==> src/rtl/uart_cmd_decoder.sv <==
// uart_cmd_decoder: parses 0xA5-framed UART commands into sine/PWM generator config registers and returns one ACK/NAK/status byte per frame; define CMD_CHECKSUM_EN to require the trailing XOR checksum byte.
module uart_cmd_decoder #(
  parameter int          FREQ_W   = 16,
  parameter logic [15:0] FREQ_RST = 16'd64,
  parameter int          TIMEOUT  = 50000
) (
  input  logic              clk1,
  input  logic              rst,
  input  logic [7:0]        rx_data,
  input  logic              rx_valid,
  output logic [7:0]        tx_data,
  output logic              tx_valid,
  input  logic              tx_ready,
  output logic [FREQ_W-1:0] freq_word,
  output logic [7:0]        amp,
  output logic              wave_en,
  output logic              cfg_update,
  output logic              frame_err
);
  localparam int TW = $clog2(TIMEOUT);
  typedef enum logic [2:0] {IDLE, CMD, DATA, CSUM, RESP} state_t;
  state_t        state, state_n;
  logic [7:0]    cmd, cur_cmd, csum;
  logic [1:0]    cnt, len;
  logic [15:0]   sh, val;
  logic [TW-1:0] tmo;
  logic          known, in_frame, expire, done, nak, bad;
  always_comb begin
    cur_cmd  = (state == CMD) ? rx_data : cmd;
    known    = cur_cmd inside {[8'h01:8'h04]};
    len      = (cur_cmd == 8'h01) ? 2'd2 : (cur_cmd == 8'h04) ? 2'd0 : 2'd1;
    in_frame = state inside {CMD, DATA, CSUM};
    expire   = in_frame && !rx_valid && tmo == TW'(TIMEOUT - 1);
`ifdef CMD_CHECKSUM_EN
    val      = sh;
`else
    val      = {sh[7:0], rx_data};
`endif
    state_n  = state;
    done     = 1'b0;
    nak      = 1'b0;
    bad      = 1'b0;
    case (state)
      IDLE: if (rx_valid && rx_data == 8'hA5) state_n = CMD;
      CMD: if (rx_valid) begin
        if (!known) nak = 1'b1;
`ifdef CMD_CHECKSUM_EN
        else state_n = (len == 2'd0) ? CSUM : DATA;
`else
        else if (len == 2'd0) done = 1'b1;
        else state_n = DATA;
`endif
      end
      DATA: if (rx_valid && cnt == 2'd1) begin
`ifdef CMD_CHECKSUM_EN
        state_n = CSUM;
`else
        done = 1'b1;
`endif
      end
      CSUM: if (rx_valid) begin
        done = (csum == rx_data);
        nak  = (csum != rx_data);
        bad  = (csum != rx_data);
      end
      RESP: if (tx_ready) state_n = IDLE;
      default: state_n = IDLE;
    endcase
    if (done || nak) state_n = RESP;
    if (expire) state_n = IDLE;
  end
  always_ff @(posedge clk1) begin
    if (rst) begin
      state      <= IDLE;
      cmd        <= '0;
      cnt        <= '0;
      sh         <= '0;
      csum       <= '0;
      tmo        <= '0;
      freq_word  <= FREQ_RST[FREQ_W-1:0];
      amp        <= 8'hFF;
      wave_en    <= 1'b0;
      tx_data    <= '0;
      cfg_update <= 1'b0;
      frame_err  <= 1'b0;
    end else begin
      state      <= state_n;
      tmo        <= (in_frame && !rx_valid) ? tmo + 1'b1 : '0;
      cfg_update <= done && cur_cmd != 8'h04;
      frame_err  <= bad || expire;
      if (state == CMD && rx_valid) begin
        cmd  <= rx_data;
        cnt  <= len;
        csum <= rx_data;
      end
      if (state == DATA && rx_valid) begin
        cnt  <= cnt - 2'd1;
        sh   <= {sh[7:0], rx_data};
        csum <= csum ^ rx_data;
      end
      if (done || nak) tx_data <= nak ? 8'h15 : (cur_cmd == 8'h04) ? amp : 8'h06;
      if (done && cur_cmd == 8'h01) freq_word <= val[FREQ_W-1:0];
      if (done && cur_cmd == 8'h02) amp <= val[7:0];
      if (done && cur_cmd == 8'h03) wave_en <= val[0];
    end
  end
  assign tx_valid = (state == RESP);
endmodule

==> config.mk <==
export PLATFORM = sky130hd
export DESIGN_NAME = uart_cmd_decoder
export DESIGN_NICKNAME = d
export VERILOG_FILES = /design/src/rtl/uart_cmd_decoder.sv
export SDC_FILE = /design/constraint.sdc
export NUM_CORES = 1
export LEC_CHECK = 0
export CORE_ASPECT_RATIO = 1.5
export CORE_MARGIN = 2
export CORE_UTILIZATION = 25
export DETAILED_ROUTE_END_ITERATION = 10
export PLACE_DENSITY = 0.54
export SYNTH_ARGS = -nofsm -noshare
export SYNTH_HDL_FRONTEND = slang
export SYNTH_SLANG_ARGS = --single-unit
export TNS_END_PERCENT = 5
==> constraint.sdc <==
create_clock -name clk1 -period 2.2 [get_ports clk1]
set_input_delay 0.22 -clock clk1 [delete_from_list [all_inputs] [get_ports clk1]]
set_output_delay 0.22 -clock clk1 [all_outputs]
set_load 0.02 [all_outputs]
======== Word-level counts from Yosys, hierarchy flattened ========
Index checks and enable logic that the tools add are counted.
storage, ports and cells
  output and inout bits ................... 36
  bits of input ports ..................... 12
  flip-flop bits (word level) ............. 80
cells by class
  reduce and logical (&&, ||, !) cells .... 24
  equality and inequality tests ........... 25
  add/sub/neg operators ................... 2
  magnitude comparators ................... 2
  multiplexer cells ....................... 27
  bitwise operators ....................... 3
operators with widths
  cell                     number
  $mux W8                  5
  $mux W3                  6
  $add A16 B1 Y16 const B  1
  $eq A16 B16 Y1 const B   1
  $eq A8 B2 Y1 const B     2
  $pmux W3 S4              1
  $reduce_and A6 Y1        2
  $logic_and A1 B1 Y1      11
  $mux W1                  10
  $ne A3 B2 Y1 const B     3
  $eq A8 B1 Y1 const B     1
  $eq A8 B3 Y1 const B     1
  $eq A8 B8 Y1             1
  $eq A8 B8 Y1 const B     1
  $ge A8 B1 Y1 const B     1
  $le A8 B3 Y1 const B     1
  $ne A2 B2 Y1 const B     4
  $ne A8 B3 Y1 const B     1
  $ne A8 B8 Y1             1
  $xor A8 B8 Y8            1
  $eq A3 B2 Y1 const B     2
  $mux W2                  3
  $reduce_or A2 Y1         3
  $ne A2 B1 Y1 const B     2
  16 further kinds         18

======== Depth between registers and ports, before layout ========
  word-level depth ........................ 13
  mapped depth ............................ 8
  depth with buffers taken out ............ 6

======== Worst setup path before layout ========
No wires, ideal clock.
  kind .................................... register -> register
  from .................................... register state[0]
  to ...................................... register freq_word[2]
  path slack .............................. -0.055 ns
  data required time ...................... 2.128 ns
  stages on the path, launching flop included .. 8
  data arrival time ....................... 2.184 ns
  path through ............................ dfxtp_1 buf_4 nor3b_4 mux2i_1 o211ai_1 a21oi_4 buf_4 mux2i_1
on the way
  cells in the longest elaborated chain, start to end .. 11
  elaborated cells between the ends (all ways) .. 17
RTL lines
  item                      line    text
  start: declaration        22      state_t state, state_n;
  start signal: assignment  87      state <= state_n;
  $eq A3 B1 Y1              29, 43
  $mux W8                   29      cur_cmd = (state == CMD) ? rx_data : cmd;
  $eq A8 B3 Y1              31      len = (cur_cmd == 8'h01) ? 2'd2 : (cur_cmd == 8'h04) ? 2'd0 : 2'd1;
  $mux W1                   31
  $mux W2                   31
  $logic_not A2 Y1          50      else if (len == 2'd0) done = 1'b1;
  $mux W1                   50
  $mux W1                   46      if (!known) nak = 1'b1;
  $mux W1                   45      CMD: if (rx_valid) begin
  $pmux W1 S3               43      case (state)
  $logic_and A1 B1 Y1 *     102     if (done && cur_cmd == 8'h01) freq_word <= val[FREQ_W-1:0];
  end signal: assignment    80      freq_word <= FREQ_RST[FREQ_W-1:0];
  end signal: assignment    102
  end: declaration          14      output logic [FREQ_W-1:0] freq_word,
Mark *: on every way between the ends. The rest lies on a longest branch, timed or not.
A chain may end at the register's enable or synchronous reset.

======== Final worst setup path ========
  from .................................... register state[2]
  to ...................................... register amp[2]
on the way
  cells in the longest elaborated chain, start to end .. 11
  elaborated cells between the ends (all ways) .. 18
RTL lines
  item                    line    text
  $eq A3 B1 Y1            29, 43
  $mux W8                 29
  $eq A8 B3 Y1            31
  $mux W1                 31
  $mux W2                 31
  $logic_not A2 Y1        50
  $mux W1                 50
  $mux W1                 46
  $mux W1                 45
  $pmux W1 S3             43
  $logic_and A1 B1 Y1 *   103     if (done && cur_cmd == 8'h02) amp <= val[7:0];
  end signal: assignment  103
  end: declaration        15      output logic [7:0] amp,
Marks and branches as above.

==> results_dict.tcl <==
set metrics [dict create \
    synth.ff_latch_count 80 \
    power_leakage_nw 1.710 \
    cts_tree "done" \
    syn_to_final_growth_pct 37.03 \
    numCtsBuffers 9 \
    fin_cells 710 \
    ys_types 54 \
    fin_ws_ns 0.1148 \
    ctsHoldBuffers 0 \
    finClkSkew_ns 0.007160 \
    synth_top_area_frac 0.4357 \
    rsz0062_at_grt "no" \
    fin_crit_ns 2.085 \
    pre_cts_ws_ns -0.2942 \
    routed_wl_um 10190 \
    outcome "completed" \
    antenna_found_initial 1 \
    criticalPathCategory "flop to flop" \
    grt_usage 0.1358 \
    max_freq_mhz 479.6 \
    cts_htree_levels 3 \
    drive_above_1_share 0.1770 \
    routed_via_density 4.668 \
    setup_viol 0 \
    ir_worst_vdd_mv 0.3773 \
    syn_inst 433 \
    nNetsFinal 524 \
    die_area_mm2 0.01571 \
    grt_remaining_overflow 0 \
    postSynthNetCount 447 \
    synthTopCellsByArea "dfxtp_1, nand2_1, mux2i_1, a21oi_1, nor2_1" \
    crit_chain "nand2b_4 > or2_1 > o31a_1 > a2111oi_4 > buf_4 > mux2i_1" \
    grt_pass1_wl_um 16830 \
    gp_congestion 0.8479 \
    cp_slowest_stage_delay_ns 0.42 \
    synth_ff_type "dfxtp_1" \
    num_rows 54 \
    yosys-top-cells-count "dfxtp_1, nand2_1, nor2_1" \
    finalMaxSlewViolations 0 \
    max-slew-margin-rel 0.6104 \
    hpwl_um 7361 \
    first_pass_iters 4 \
    synth_edf_count 0 \
    hold_viol_final 0 \
    critPathMaxFanout 11 \
    num_io_pins 48 \
    grt_max_degree 33 \
    synth_warnings 0 \
    synth_top_area_cell "dfxtp_1" \
    post-route-drc-count 0 \
    cp_slowest_cell "a2111oi_4" \
    clk_latency_ns 0.34 \
    post-route-period-util 0.9478 \
    worstPathRequired_ns 2.46 \
    drtIter0Drc 175 \
    power_density_mw_per_mm2 636.4 \
    initial_core_util 0.2542 \
    detail-route-antenna-nets 0 \
    cts_root_buf "clkbuf_16" \
    wire_per_inst_um 14.35 \
    core_area_mm2 0.01446 \
    clock-sinks 80 \
    end_kind "flop" \
    crit_path_start_kind "flop" \
    hold_class "input pin to flop" \
    port_buffers 47 \
    drv_cap 0 \
    syn_area_mm2 0.003676 \
    clkTransAtPathRegs_ns 0.06 \
    vias 3314 \
    die_h_um 152.5 \
    num_antenna_cells 0 \
    tightestPinTransition_ns 0.5843 \
    die_x_um 103.0 \
    grt_pass1_vias 3279 \
    async_flop_share 0 \
    synth_area_per_cell_um2 8.490 \
    ys_seq_area_frac 0.4357 \
    arrival_ns 2.34 \
    clk_path_buf_depth 2 \
    post-place-cells 692 \
]
==> critical path, delay by kind of cell (launching register included) <==
kind / cells / cell delay [ns]
AND/OR/NAND/NOR: 2 / 0.43
AO/OA/AOI/OAI: 2 / 0.80
buffers and inverters: 1 / 0.19
flip-flops: 1 / 0.39
multiplexers: 1 / 0.20
==> metrics by stage <==
stage / hold slack, ns / total power [mW] / setup TNS (ns) / cell area (µm²) / util
detailed placement: 0.4475 / 1.618 / -7.519 / 4617 / 0.3193
CTS: 0.4564 / 3.244 / 0 / 4943 / 0.3419
global route: 0.3510 / 3.317 / 0 / 5037 / 0.3484
floorplan: 0.3560 / 1.547 / 0 / 3684 / -
finish: 0.3514 / 3.206 / 0 / 5037 / 0.3484
global placement: 0.4434 / 1.617 / -6.849 / 4617 / 0.3193
==> worst paths after layout <==
path	endpoint	start	cells past startpoint	slack [ns]
setup / recovery	amp[2]	state[2]	6	0.11
hold / removal	cmd[2]	rx_data[2]	4	0.35
setup reg to reg	amp[2]	state[2]	6	0.11
hold reg to reg	sh[0]	sh[0]	2	0.45
==> routing by layer <==
layer  track usage  up-vias  wire length, µm
li1              -     1655                -
met1        0.1702     1582             4365
met2        0.2282       64             5320
met3       0.02706       13              324
met4       0.04699        0              176
met5             0        -                0
==> final cells by class <==
cell class | instances | area (µm²)
Timing Repair Buffer | 95 | 858.3
Multi-Input combinational cell | 317 | 1978
Fill cell | 1548 | 9422
Clock inverter | 4 | 77.57
Tap cell | 196 | 245.2
Clock buffer | 11 | 242.7
Inverter | 7 | 26.28
Sequential cell | 80 | 1609
==> repair_timing <==
| item | 4_1_cts | 5_1_grt |
|---|---|---|
| pin swaps | 0 | 5 |
| gates cloned | 0 | 1 |
| buffers inserted | 0 | 2 |
| setup endpoints to repair | 8 | 37 |
| gates resized for setup | 1 | 18 |
==> placed cells by master, fill, tap and decap left out, drive strengths merged, types with 6 or more instances in the layout <==
master / instances
nand2: 80
clkbuf: 11
nor2: 44
o211ai: 7
nand3: 19
dfxtp: 80
clkdlybuf4s50: 44
nand4: 9
o21ai: 8
a21oi: 36
mux2i: 27
xor2: 8
xnor2: 15
buf: 48
inv: 7
nor4: 9
nor3: 6
==> cells by family after synthesis <==
group | synth area share
compound gates | 0.1191
xor+xnor | 0.05480
fa+ha+maj | 0.006806
buf+inv | 0.04424
flops | 0.4357
mux | 0.07965
simple gates | 0.2597
==> power by group <==
part	internal [mW]	switching (mW)
Sequential	1.45	0.000439
Clock	1.02	0.594
Combinational	0.0585	0.0803
Total	2.53	0.675
==> flip-flops by register name, summed over array words and instances, names as in the netlist, 2 cells and up <==
| register | cells |
|---|---|
| freq_word | 16 |
| tmo | 16 |
| amp | 8 |
| cmd | 8 |
| csum | 8 |
| sh | 8 |
| tx_data | 8 |
| state | 3 |
| cnt | 2 |
Power figures use the tool's default switching activity.
